<file path="src/rtl/sys_ctrl_cmd_if.sv">
// Bus between the command controller and its surroundings: RX bytes in,
// register-file/ALU control out, and the TX FIFO push port.
interface sys_ctrl_cmd_if #(
  parameter int DATA_W = 8,
  parameter int ADDR_W = 3,
  parameter int FUN_W  = 4
);
  logic [DATA_W-1:0]   RX_P_DATA;
  logic                RX_D_VLD;
  logic [DATA_W-1:0]   RdData;
  logic                RdData_Valid;
  logic [2*DATA_W-1:0] ALU_OUT;
  logic                ALU_OUT_VLD;
  logic                FIFO_FULL;

  logic                WrEn;
  logic                RdEn;
  logic [ADDR_W-1:0]   Address;
  logic [DATA_W-1:0]   WrData;
  logic                ALU_EN;
  logic [FUN_W-1:0]    ALU_FUN;
  logic                CLK_EN;
  logic [DATA_W-1:0]   TX_P_DATA;
  logic                TX_D_VLD;

  // Controller view.
  modport master (
    input  RX_P_DATA, RX_D_VLD, RdData, RdData_Valid, ALU_OUT, ALU_OUT_VLD, FIFO_FULL,
    output WrEn, RdEn, Address, WrData, ALU_EN, ALU_FUN, CLK_EN, TX_P_DATA, TX_D_VLD
  );

  // Environment view: RX deserializer, register file, ALU and TX FIFO.
  modport slave (
    output RX_P_DATA, RX_D_VLD, RdData, RdData_Valid, ALU_OUT, ALU_OUT_VLD, FIFO_FULL,
    input  WrEn, RdEn, Address, WrData, ALU_EN, ALU_FUN, CLK_EN, TX_P_DATA, TX_D_VLD
  );
endinterface

</file>
<file path="src/rtl/sys_ctrl_cmd.sv">
// Byte-serial command parser: drives register-file write/read strobes and the
// ALU, and returns read data / ALU results byte-wise to the TX FIFO.
module sys_ctrl_cmd #(
  parameter int DATA_W = 8,
  parameter int ADDR_W = 3,
  parameter int FUN_W  = 4
) (
  input  logic           CLK,
  input  logic           RST,
  sys_ctrl_cmd_if.master bus
);

  localparam logic [DATA_W-1:0] CMD_WR     = DATA_W'(8'hAA);
  localparam logic [DATA_W-1:0] CMD_RD     = DATA_W'(8'hBB);
  localparam logic [DATA_W-1:0] CMD_ALU_OP = DATA_W'(8'hCC);
  localparam logic [DATA_W-1:0] CMD_ALU_NO = DATA_W'(8'hDD);

  localparam logic [3:0] IDLE     = 4'd0;
  localparam logic [3:0] WR_ADDR  = 4'd1;
  localparam logic [3:0] WR_DATA  = 4'd2;
  localparam logic [3:0] RD_ADDR  = 4'd3;
  localparam logic [3:0] RD_WAIT  = 4'd4;
  localparam logic [3:0] OP_A     = 4'd5;
  localparam logic [3:0] OP_B     = 4'd6;
  localparam logic [3:0] ALU_FN   = 4'd7;
  localparam logic [3:0] ALU_WAIT = 4'd8;
  localparam logic [3:0] TX_RD    = 4'd9;
  localparam logic [3:0] TX_LSB   = 4'd10;
  localparam logic [3:0] TX_MSB   = 4'd11;

  logic [3:0]          state_q,   state_d;
  logic [ADDR_W-1:0]   addr_q,    addr_d;
  logic [DATA_W-1:0]   wrdata_q,  wrdata_d;
  logic                wren_q,    wren_d;
  logic                rden_q,    rden_d;
  logic                alu_en_q,  alu_en_d;
  logic                clk_en_q,  clk_en_d;
  logic [FUN_W-1:0]    alu_fun_q, alu_fun_d;
  logic [DATA_W-1:0]   tx_data_q, tx_data_d;
  logic                tx_vld_q,  tx_vld_d;
  logic [DATA_W-1:0]   rd_cap_q,  rd_cap_d;
  logic [2*DATA_W-1:0] res_q,     res_d;

  logic              rx_vld;
  logic [DATA_W-1:0] rx_byte;
  logic              tx_ok;

  assign rx_vld  = bus.RX_D_VLD;
  assign rx_byte = bus.RX_P_DATA;
  assign tx_ok   = !bus.FIFO_FULL;

  always_comb begin
    state_d   = state_q;
    addr_d    = addr_q;
    wrdata_d  = wrdata_q;
    wren_d    = 1'b0;
    rden_d    = 1'b0;
    alu_en_d  = alu_en_q;
    clk_en_d  = clk_en_q;
    alu_fun_d = alu_fun_q;
    tx_data_d = tx_data_q;
    tx_vld_d  = 1'b0;
    rd_cap_d  = rd_cap_q;
    res_d     = res_q;

    case (state_q)
      IDLE: begin
        if (rx_vld) begin
          case (rx_byte)
            CMD_WR:     state_d = WR_ADDR;
            CMD_RD:     state_d = RD_ADDR;
            CMD_ALU_OP: state_d = OP_A;
            CMD_ALU_NO: state_d = ALU_FN;
            default:    state_d = IDLE;
          endcase
        end
      end

      WR_ADDR: begin
        if (rx_vld) begin
          addr_d  = rx_byte[ADDR_W-1:0];
          state_d = WR_DATA;
        end
      end

      WR_DATA: begin
        if (rx_vld) begin
          wrdata_d = rx_byte;
          wren_d   = 1'b1;
          state_d  = IDLE;
        end
      end

      RD_ADDR: begin
        if (rx_vld) begin
          addr_d  = rx_byte[ADDR_W-1:0];
          rden_d  = 1'b1;
          state_d = RD_WAIT;
        end
      end

      RD_WAIT: begin
        if (bus.RdData_Valid) begin
          rd_cap_d = bus.RdData;
          state_d  = TX_RD;
        end
      end

      OP_A: begin
        if (rx_vld) begin
          addr_d   = '0;
          wrdata_d = rx_byte;
          wren_d   = 1'b1;
          state_d  = OP_B;
        end
      end

      // Operand B arriving right behind A would make WrEn high twice in a row;
      // such a byte is not accepted.
      OP_B: begin
        if (rx_vld && !wren_q) begin
          addr_d   = ADDR_W'(1);
          wrdata_d = rx_byte;
          wren_d   = 1'b1;
          state_d  = ALU_FN;
        end
      end

      ALU_FN: begin
        if (rx_vld) begin
          alu_fun_d = rx_byte[FUN_W-1:0];
          alu_en_d  = 1'b1;
          clk_en_d  = 1'b1;
          state_d   = ALU_WAIT;
        end
      end

      ALU_WAIT: begin
        if (bus.ALU_OUT_VLD) begin
          res_d     = bus.ALU_OUT;
          alu_en_d  = 1'b0;
          clk_en_d  = 1'b0;
          alu_fun_d = '0;
          state_d   = TX_LSB;
        end
      end

      TX_RD: begin
        if (tx_ok) begin
          tx_data_d = rd_cap_q;
          tx_vld_d  = 1'b1;
          state_d   = IDLE;
        end
      end

      TX_LSB: begin
        if (tx_ok) begin
          tx_data_d = res_q[DATA_W-1:0];
          tx_vld_d  = 1'b1;
          state_d   = TX_MSB;
        end
      end

      TX_MSB: begin
        if (tx_ok) begin
          tx_data_d = res_q[2*DATA_W-1:DATA_W];
          tx_vld_d  = 1'b1;
          state_d   = IDLE;
        end
      end

      default: state_d = IDLE;
    endcase
  end

  always_ff @(posedge CLK or negedge RST) begin
    if (!RST) begin
      state_q   <= IDLE;
      addr_q    <= '0;
      wrdata_q  <= '0;
      wren_q    <= 1'b0;
      rden_q    <= 1'b0;
      alu_en_q  <= 1'b0;
      clk_en_q  <= 1'b0;
      alu_fun_q <= '0;
      tx_data_q <= '0;
      tx_vld_q  <= 1'b0;
      rd_cap_q  <= '0;
      res_q     <= '0;
    end else begin
      state_q   <= state_d;
      addr_q    <= addr_d;
      wrdata_q  <= wrdata_d;
      wren_q    <= wren_d;
      rden_q    <= rden_d;
      alu_en_q  <= alu_en_d;
      clk_en_q  <= clk_en_d;
      alu_fun_q <= alu_fun_d;
      tx_data_q <= tx_data_d;
      tx_vld_q  <= tx_vld_d;
      rd_cap_q  <= rd_cap_d;
      res_q     <= res_d;
    end
  end

  assign bus.WrEn      = wren_q;
  assign bus.RdEn      = rden_q;
  assign bus.Address   = addr_q;
  assign bus.WrData    = wrdata_q;
  assign bus.ALU_EN    = alu_en_q;
  assign bus.ALU_FUN   = alu_fun_q;
  assign bus.CLK_EN    = clk_en_q;
  assign bus.TX_P_DATA = tx_data_q;
  assign bus.TX_D_VLD  = tx_vld_q;

endmodule

</file>
<file path="src/flat_wrapper.sv">
// flat-port wrapper written by rule: the top's interface ports become plain ports
module sys_ctrl_cmd_flat 
#(
  parameter int DATA_W = 8,
  parameter int ADDR_W = 3,
  parameter int FUN_W  = 4
)
  (CLK, RST, bus_RX_P_DATA, bus_RX_D_VLD, bus_RdData, bus_RdData_Valid, bus_ALU_OUT, bus_ALU_OUT_VLD, bus_FIFO_FULL, bus_WrEn, bus_RdEn, bus_Address, bus_WrData, bus_ALU_EN, bus_ALU_FUN, bus_CLK_EN, bus_TX_P_DATA, bus_TX_D_VLD);
  sys_ctrl_cmd_if #(.DATA_W(DATA_W), .ADDR_W(ADDR_W), .FUN_W(FUN_W)) bus_i ();
  input  logic CLK;
  input  logic RST;
  input wire logic [$bits(bus_i.RX_P_DATA)-1:0] bus_RX_P_DATA;
  input wire logic [$bits(bus_i.RX_D_VLD)-1:0] bus_RX_D_VLD;
  input wire logic [$bits(bus_i.RdData)-1:0] bus_RdData;
  input wire logic [$bits(bus_i.RdData_Valid)-1:0] bus_RdData_Valid;
  input wire logic [$bits(bus_i.ALU_OUT)-1:0] bus_ALU_OUT;
  input wire logic [$bits(bus_i.ALU_OUT_VLD)-1:0] bus_ALU_OUT_VLD;
  input wire logic [$bits(bus_i.FIFO_FULL)-1:0] bus_FIFO_FULL;
  output wire logic [$bits(bus_i.WrEn)-1:0] bus_WrEn;
  output wire logic [$bits(bus_i.RdEn)-1:0] bus_RdEn;
  output wire logic [$bits(bus_i.Address)-1:0] bus_Address;
  output wire logic [$bits(bus_i.WrData)-1:0] bus_WrData;
  output wire logic [$bits(bus_i.ALU_EN)-1:0] bus_ALU_EN;
  output wire logic [$bits(bus_i.ALU_FUN)-1:0] bus_ALU_FUN;
  output wire logic [$bits(bus_i.CLK_EN)-1:0] bus_CLK_EN;
  output wire logic [$bits(bus_i.TX_P_DATA)-1:0] bus_TX_P_DATA;
  output wire logic [$bits(bus_i.TX_D_VLD)-1:0] bus_TX_D_VLD;
  assign bus_i.RX_P_DATA = bus_RX_P_DATA;
  assign bus_i.RX_D_VLD = bus_RX_D_VLD;
  assign bus_i.RdData = bus_RdData;
  assign bus_i.RdData_Valid = bus_RdData_Valid;
  assign bus_i.ALU_OUT = bus_ALU_OUT;
  assign bus_i.ALU_OUT_VLD = bus_ALU_OUT_VLD;
  assign bus_i.FIFO_FULL = bus_FIFO_FULL;
  assign bus_WrEn = bus_i.WrEn;
  assign bus_RdEn = bus_i.RdEn;
  assign bus_Address = bus_i.Address;
  assign bus_WrData = bus_i.WrData;
  assign bus_ALU_EN = bus_i.ALU_EN;
  assign bus_ALU_FUN = bus_i.ALU_FUN;
  assign bus_CLK_EN = bus_i.CLK_EN;
  assign bus_TX_P_DATA = bus_i.TX_P_DATA;
  assign bus_TX_D_VLD = bus_i.TX_D_VLD;
  sys_ctrl_cmd #(.DATA_W(DATA_W), .ADDR_W(ADDR_W), .FUN_W(FUN_W)) u_core (.CLK(CLK), .RST(RST), .bus(bus_i));
endmodule
</file>
<file path="config.mk">
export PLATFORM = sky130hd
export DESIGN_NAME = sys_ctrl_cmd_flat
export DESIGN_NICKNAME = d
export VERILOG_FILES = /design/src/rtl/sys_ctrl_cmd_if.sv /design/src/rtl/sys_ctrl_cmd.sv /design/src/flat_wrapper.sv
export SDC_FILE = /design/constraint.sdc
export NUM_CORES = 1
export LEC_CHECK = 0
export ABC_CLOCK_PERIOD_IN_PS = 1700
export CORE_MARGIN = 3
export CORE_UTILIZATION = 30
export CTS_CLUSTER_SIZE = 20
export DETAILED_ROUTE_END_ITERATION = 10
export PLACE_DENSITY = 0.64
export SYNTH_ARGS = -nofsm -noshare
export SYNTH_HDL_FRONTEND = slang
export SYNTH_SLANG_ARGS = --single-unit
</file>
<file path="constraint.sdc">
create_clock -name CLK -period 1.7 [get_ports CLK]
set_input_delay 0.255 -clock CLK [delete_from_list [all_inputs] [get_ports CLK]]
set_output_delay 0.255 -clock CLK [all_outputs]
set_load 0.02 [all_outputs]
</file>
-- After elaboration in Yosys (flattened, before gate mapping)
Index checks and enable logic that the tools add are counted.
W data, S select, Z words.
- register bits: 55
- bits of input ports: 38
- logic and storage cells: 95
- equal/unequal tests: 30
- mux-type cells: 36
- reductions and logical operators: 18
- operators by type and width (cell ; number):
    $mux W4 ; 13
    $pmux W4 S11 ; 1
    $mux W8 ; 5
    $eq A8 B8 Y1 const B ; 4
    $ne A2 B2 Y1 const B ; 12
    $pmux W8 S3 ; 1
    $eq A4 B3 Y1 const B ; 4
    $eq A4 B4 Y1 const B ; 4
    $pmux W8 S2 ; 1
    $pmux W3 S4 ; 1
    $reduce_and A11 Y1 ; 1
    $mux W3 ; 3
    $pmux W3 S3 ; 1
    $eq A4 B2 Y1 const B ; 2
    $pmux W4 S2 ; 1
    $reduce_and A4 Y1 ; 2
    $mux W1 ; 7
    $ne A2 B1 Y1 const B ; 3
    $reduce_and A3 Y1 ; 2
    $reduce_bool A3 Y1 ; 2
    $reduce_or A2 Y1 ; 3
    $eq A4 B1 Y1 const B ; 1
    $logic_not A4 Y1 ; 1
    $pmux W1 S2 ; 2
    5 further kinds ; 7

-- Depth between registers and ports, before layout
Gate-level depths: netlist of the first run.
- word-level depth: 4
- depth in mapped cells: 8
- depth with buffers taken out: 5

-- Worst setup path before layout of the first run
OpenSTA, ideal clock, no wires.
- path kind: register -> register
- start point: register u_core.state_q[0]
- end point: register u_core.state_q[2]
- setup time: 0.124 ns
- arrival: 1.556 ns
- data required time: 1.576 ns
- path slack: 0.021 ns
- cell stages (with the launch flop): 7
- buffers on the path: 1
- cells stage by stage: dfrtp_1 -> buf_6 -> or4b_1 -> a21oi_2 -> a2111oi_4 -> mux2i_1 -> o21bai_1
- longest elaborated chain between the ends: 4
- elaborated cells on any way between the ends: 26
- those cells by class: eq/ne (22); mux (1); reduce/logical (3)
- RTL lines (item ; line ; RTL):
    start: declaration ; sys_ctrl_cmd.sv:31 ; logic [3:0] state_q, state_d;
    start signal: assignment ; sys_ctrl_cmd.sv:191 ; state_q <= state_d;
    $eq A4 B4 Y1 ; sys_ctrl_cmd.sv:66 ; case (state_q)
    $reduce_or A2 Y1 (no line) ; - ;
    $ne A2 B2 Y1 (no line) ; - ;
    $reduce_and A11 Y1 (no line) ; - ;
Several ways; a longest one is shown, not always the timed one.
A chain may end at the register's enable or synchronous reset.

-- Worst setup path in the final report of the first run
- start point: register u_core.state_q[0]
- end point: register u_core.state_q[0]
The elaborated chain is that of the path after synthesis.

==> flow_metrics.env, run 1 <==
export IMPL_vias_per_cell=4.63
export IMPL_syn2layout_area_growth_pct=44.4
export IMPL_crit_path_start="u_core.state_q[0]$_DFFE_PN0P_"
export IMPL_post_route_period_util_pct=97.5
export IMPL_drive_gt1_share_pct=28.0
export IMPL_worst_slack_ns=0.0417
export IMPL_overflow=0
export IMPL_cp_depth=6
export IMPL_top_layer_used="met4"
export IMPL_cts_buffers=5
export IMPL_maxSlewHeadroom_pct=57.7
export IMPL_synthDistinctLibCells=42
export IMPL_routabilityCongestion=0.791
export IMPL_power_density_nw_per_um2=1670
export IMPL_clk_pin_slew_ns=0.10
export IMPL_async_flop_share_pct=100
export IMPL_port_buffers=65
export IMPL_ff2ff_path_depth=6
export IMPL_fp_dieW_um=98.3
export IMPL_final_cells=419
export IMPL_ys_ff_latch=55
export IMPL_dp_hpwl_mm=4.50
export IMPL_stdcell_area_um2=3690
export IMPL_wl_met3_um=176
export IMPL_hp_class="flop to flop"
export IMPL_boundaryPins=66
export IMPL_whs_ns=0.486
export IMPL_cp_endpoint="u_core.state_q[0]$_DFFE_PN0P_"
export IMPL_r2r_setup_slack_ns=0.04
export IMPL_status="completed"
export IMPL_dpl_cell_count=409
export IMPL_wirelength_met1_mm=2.78
export IMPL_track_usage_pct=12.2
export IMPL_placed_area_um2=3550
export IMPL_crit_path_start_kind="flop"
export IMPL_clkLatencyLatePin_ns=0.31
export IMPL_slowest_delay_ns=0.57
export IMPL_post_drt_wl_per_cell_um=14.1
export IMPL_root_buffer="clkbuf_8"
export IMPL_grt_pass1_wl_mm=9.47
export IMPL_htreeDepth=2
export IMPL_timing_rr_end="u_core.state_q[0]$_DFFE_PN0P_"
export IMPL_grt_pass1_vias=1981
export IMPL_rsz0062_at_grt="true"
export IMPL_power_total_w=0.00617
export IMPL_critPathBufInv=1
export IMPL_fin_skew_ns=0.00488
export IMPL_drt_iter0_markers=55
export IMPL_critical_path_slowest_cell="or4b_4"
export IMPL_grt_antenna_before_repair=0
export IMPL_n_fill_cell=768
export IMPL_cts_tree="done"
export IMPL_syn_area_um2=2550
export IMPL_peakVddDrop_uv=602
export IMPL_dr_pass1_iters=4
export IMPL_synth_edf_count=0
export IMPL_synth_area_per_cell_um2=11.6
export IMPL_wl_met2_mm=2.90
export IMPL_via_count=1942
export IMPL_yosys_warnings=0
export IMPL_path_class="flop to flop"
export IMPL_min_from="u_core.bus.TX_P_DATA[6]$_DFFE_PN0P_"
export IMPL_ant_nets=0
export IMPL_core_um2=8260
export IMPL_fin_nets=351
export IMPL_fmax_mhz=603
export IMPL_drv_cap=0
export IMPL_ys_flop_type="dfrtp_1"
export IMPL_crit_required_ns=1.89
export IMPL_synthCells=220
export IMPL_crit_chain="or4b_4, a21oi_4, a2111oi_4, buf_4, nor2_1, a31oi_1"
export IMPL_grt_max_degree=30
export IMPL_slew_viol_final=0
export IMPL_start_util_pct=30.9
export IMPL_end_kind="flop"
export IMPL_cp_arrival_ns=1.85
export IMPL_drc=0
export IMPL_wirelength_mm=5.92
export IMPL_numClockSinks=55
export IMPL_cp_max_fo=6
export IMPL_diodes=0
export IMPL_num_rows=33
export IMPL_path_delay_family="simple AND/OR/NAND/NOR gates"
export IMPL_rr_startpoint="u_core.state_q[0]$_DFFE_PN0P_"
export IMPL_die_area_um2=9660
export IMPL_p_leak_nw=1.59
export IMPL_worst_slew_pin_slew_ns=0.635
export IMPL_synth_nets=258
export IMPL_cts_buffer_depth=2
export IMPL_finalSetupViolCount=0
export IMPL_period_minus_slack_ns=1.66
export IMPL_die_h_um=98.3
export IMPL_finalHoldViolations=0
export IMPL_ys_seq_area_share_pct=53.9
export IMPL_place_ws_ns=-0.196
==> metrics by stage <==
| step | setup TNS, ns | util (%) |
|---|---|---|
| global route | -0.170 | 44.7 |
| detailed placement | -2.07 | 43.0 |
| CTS | 0 | 44.2 |
| global placement | -1.87 | 43.0 |
| floorplan | 0 | - |
| finish | 0 | 44.7 |
==> timing repair <==
action / CTS / global route
hold endpoints to repair: 26 / 0
resized for setup: 0 / 10
setup buffers: 0 / 1
endpoints found under the setup margin: 0 / 14
hold buffers: 1 / 0
==> metal layers <==
| layer | up-vias | track usage, % |
|---|---|---|
| li1 | 960 | - |
| met1 | 945 | 16.3 |
| met2 | 31 | 20.2 |
| met3 | 6 | 2.36 |
| met4 | 0 | 3.78 |
| met5 | - | 0 |
==> registers in the layout (all words and copies together), names as in the netlist, 3 cells and up <==
name and flops:
u_core.rd_cap_q 8, u_core.bus.ALU_FUN 4, u_core.bus.TX_P_DATA 8, u_core.state_q 4, u_core.bus.Address 3, u_core.res_q 16
u_core.bus.WrData 8
==> power breakdown <==
group | total [W] | internal (W) | leakage (nW) | switching, W
Combinational | 0.00316 | 0.00170 | 0.864 | 0.00145
Clock | 0.000719 | 0.000291 | 0.0483 | 0.000428
Sequential | 0.00229 | 0.00193 | 0.680 | 0.000363
Total | 0.00617 | 0.00392 | 1.59 | 0.00224
==> cell families after synthesis <==
group                     after synthesis  synth area share (%)
and+or+nand+nor                        57                  12.0
DFF                                    55                  53.9
AOI/OAI and AO/OA                      47                  11.7
muxes                                  42                  18.0
buffers and inverters                  17                  3.77
xor gates and xnor gates                2                 0.686
==> cell usage in the layout, fill, tap and decap left out, drive strengths merged, types with 4 or more instances in the layout <==
cell | synthesis | layout
nand2 | 27 | 27
mux2 | 32 | 32
o21ai | 29 | 29
dfrtp | 55 | 55
clkbuf | 1 | 5
clkdlybuf4s50 | 0 | 64
and2 | 4 | 4
mux2i | 10 | 10
nor2 | 7 | 7
a31oi | 4 | 4
buf | 12 | 34
a22o | 4 | 4
inv | 4 | 5
==> worst min-delay path: cells and delay by family (launching register included) <==
kind	cells	cell delay [ns]
flops	1	0.35
compound gates	1	0.06
simple gates	1	0.04
==> cell usage after synthesis, types with 2 or more instances <==
library cell | count | area, um2
a21oi_1 | 2 | 10.0
a22o_1 | 4 | 35.0
a31oi_1 | 4 | 25.0
and2_1 | 2 | 12.5
buf_2 | 8 | 40.0
buf_4 | 2 | 15.0
buf_6 | 2 | 22.5
dfrtp_1 | 55 | 1380
inv_1 | 4 | 15.0
mux2_2 | 32 | 360
mux2i_1 | 10 | 100
nand2_1 | 27 | 101
nand2b_1 | 2 | 12.5
nand3_1 | 2 | 10.0
nor2_1 | 6 | 22.5
nor4bb_1 | 3 | 30.0
o211ai_1 | 2 | 15.0
o21ai_0 | 28 | 140
o21bai_1 | 2 | 15.0
==> cell type report <==
type,instances,area [um2],area share (%)
clock inverter,3,18.8,0.509
timing repair buffer,99,970,26.3
sequential,55,1380,37.4
clock buffer,5,68.8,1.87
inverter,4,15.0,0.407
multi-input combinational,148,1100,29.9
tap,105,131,3.56
==> worst min-delay path by stage <==
stage                                                endpoint  cells after the start
final                     u_core.bus.TX_P_DATA[6]$_DFFE_PN0P_                      2
after global routing           u_core.rd_cap_q[7]$_DFFE_PN0P_                      1
after CTS                 u_core.bus.TX_P_DATA[6]$_DFFE_PN0P_                      2
after detailed placement            u_core.bus.RdEn$_DFF_PN0_                      1
after global placement              u_core.bus.WrEn$_DFF_PN0_                      1
after floorplan             u_core.bus.ALU_FUN[0]$_DFFE_PN0P_                      0
(Power assumes the default switching activity.)
==> run 2, diff against run 1 <==
Settings changed: ABC_CLOCK_PERIOD_IN_PS 1700 to 1800, PLACE_DENSITY 0.64 to 0.62, RECOVER_POWER from default to 50.
Clock period 1.7 ns to 1.8 ns, I/O delays scaled along.
==> flow_metrics.env, run 2 (same netlist as run 1, synthesis figures left out) <==
export IMPL_post_drt_wl_per_cell_um=14.1
export IMPL_fin_skew_ns=0.00261
export IMPL_layout_commonest_cell="clkdlybuf4s50_1"
export IMPL_drv_cap=0
export IMPL_crit_path_start_kind="flop"
export IMPL_ant_nets=0
export IMPL_multi_input_area_um2=1080
export IMPL_power_density_nw_per_um2=1610
export IMPL_clkLatencyLatePin_ns=0.30
export IMPL_fin_nets=350
export IMPL_grt_antenna_before_repair=0
export IMPL_slew_viol_final=0
export IMPL_largest_reg_flops=16
export IMPL_dp_hpwl_mm=4.51
export IMPL_port_buffers=65
export IMPL_fin_setup_tns_ns=0
export IMPL_numClockSinks=55
export IMPL_root_buffer="clkbuf_8"
export IMPL_post_route_period_util_pct=95.8
export IMPL_grt_pass1_wl_mm=9.74
export IMPL_peakVddDrop_uv=709
export IMPL_routabilityCongestion=0.783
export IMPL_cts_buffer_depth=2
export IMPL_path_class="flop to flop"
export IMPL_num_rows=33
export IMPL_htreeDepth=2
export IMPL_start_util_pct=30.9
export IMPL_core_um2=8260
export IMPL_syn2layout_area_growth_pct=43.5
export IMPL_final_cell_mix="64 x clkdlybuf4s50_1, 51 x dfrtp_1, 32 x mux2_2"
export IMPL_cts_tree="done"
export IMPL_finalHoldViolations=0
export IMPL_register_area_um2=1380
export IMPL_clk_pin_slew_ns=0.10
export IMPL_grt_pass1_vias=1986
export IMPL_drt_iter0_markers=62
export IMPL_finish_utilization_pct=44.4
export IMPL_p_leak_nw=1.58
export IMPL_die_h_um=98.3
export IMPL_cp_max_fo=8
export IMPL_status="completed"
export IMPL_cts_buffers=5
export IMPL_maxSlewHeadroom_pct=22.6
export IMPL_die_area_um2=9660
export IMPL_whs_ns=0.491
export IMPL_regMostFlops="u_core.res_q"
export IMPL_n_fill_cell=800
export IMPL_drc=0
export IMPL_rsz0062_at_grt="false"
export IMPL_crit_required_ns=1.99
export IMPL_via_count=1949
export IMPL_worst_slew_pin_slew_ns=1.16
export IMPL_period_minus_slack_ns=1.72
export IMPL_finalSetupViolCount=0
export IMPL_dr_pass1_iters=6
export IMPL_track_usage_pct=12.5
export IMPL_boundaryPins=66
export IMPL_end_kind="flop"
export IMPL_vias_per_cell=4.66
export IMPL_diodes=0
export IMPL_drive_gt1_share_pct=27.2
export IMPL_cp_arrival_ns=1.92
export IMPL_fp_dieW_um=98.3
export IMPL_wirelength_mm=5.89
export IMPL_grt_max_degree=22
export IMPL_hp_class="flop to flop"
export IMPL_fmax_mhz=580
export IMPL_overflow=0
-- run 2: cell types whose count changed in the layout (fill, tap and decap cells not counted), sizes merged --
| cell | change |
|---|---|
| clkbuf | +3 |
| bufinv | +1 |
| clkinv | -2 |
| buf | -3 |
-- run 2: stage by stage --
stage               area [um2]  setup WS, ns  power, W  cells
floorplan                 2550         0.121   0.00385    220
global placement          3500        -0.144   0.00496    405
detailed placement        3500        -0.207   0.00500    405
CTS                       3630        0.0295   0.00588    414
global route              3660       0.00566   0.00631    418
finish                    3660        0.0756   0.00589    418
-- run 2: worst max-delay path, cell delays in order, from the launching register on --
cell       delay, ns
dfrtp_2         0.48
or4b_4          0.53
a21oi_2         0.20
a2111oi_4       0.10
mux2i_1         0.14
o21bai_1        0.16
-- run 2: layer usage --
layer | global-route usage [%] | share of wire [%] | vias up
li1 | - | - | 963
met1 | 17.7 | 48 | 935
met2 | 19.6 | 47 | 47
met3 | 2.71 | 3.8 | 4
met4 | 3.26 | 0.83 | 0
met5 | 0 | 0 | -
-- run 2: layout make-up --
| cell class | count | share of cell area, % |
|---|---|---|
| multi-input cells | 148 | 29.6 |
| well taps | 105 | 3.59 |
| inverters | 4 | 0.410 |
| clock inverters | 2 | 1.06 |
| repair buffers | 98 | 25.4 |
| clock buffers | 6 | 2.25 |
| flip-flops and latches | 55 | 37.7 |
-- run 2: what timing repair did --
| item | CTS | global route |
|---|---|---|
| hold endpoints to repair | 18 | 0 |
| gates resized for setup | 0 | 6 |
| hold buffers | 1 | 0 |
| setup endpoints to repair | 0 | 6 |
| setup buffers | 0 | 4 |
-- run 2: path summary, 6_finish.rpt --
check | start | endpoint | slack (ns) | cells after the start
setup / recovery | u_core.state_q[2]$_DFFE_PN0P_ | u_core.state_q[2]$_DFFE_PN0P_ | 0.08 | 5
hold / removal | u_core.bus.TX_P_DATA[3]$_DFFE_PN0P_ | u_core.bus.TX_P_DATA[3]$_DFFE_PN0P_ | 0.49 | 2
setup reg to reg | u_core.state_q[2]$_DFFE_PN0P_ | u_core.state_q[2]$_DFFE_PN0P_ | 0.08 | 5
hold reg to reg | u_core.bus.TX_P_DATA[3]$_DFFE_PN0P_ | u_core.bus.TX_P_DATA[3]$_DFFE_PN0P_ | 0.49 | 2
max in group asynchronous | RST | u_core.res_q[4]$_DFFE_PN0P_ | 0.25 | 3
min in group asynchronous | RST | u_core.bus.RdEn$_DFF_PN0_ | 0.71 | 2
-- run 2: power by group --
| group | leakage, nW | internal [W] | total [W] | switching, W |
|---|---|---|---|---|
| Sequential | 0.679 | 0.00182 | 0.00218 | 0.000360 |
| Combinational | 0.844 | 0.00154 | 0.00285 | 0.00131 |
| Clock | 0.0618 | 0.000458 | 0.000857 | 0.000399 |
| Total | 1.58 | 0.00382 | 0.00589 | 0.00207 |
==> run 3, diff against run 2 <==
==> constraint.sdc (replaced) <==
create_clock -name CLK -period 1.8 [get_ports CLK]
set_input_delay 0.27 -clock CLK [delete_from_list [all_inputs] [get_ports CLK]]
set_output_delay 0.27 -clock CLK [all_outputs]
set_load 0.005 [all_outputs]
==> results of run 3 <==
Same layout as run 2 (identical final DEF). Status: completed.
Main changes from that run: total power 0.00589 W -> 0.00556 W; worst IR drop on VDD 709 uV -> 649 uV
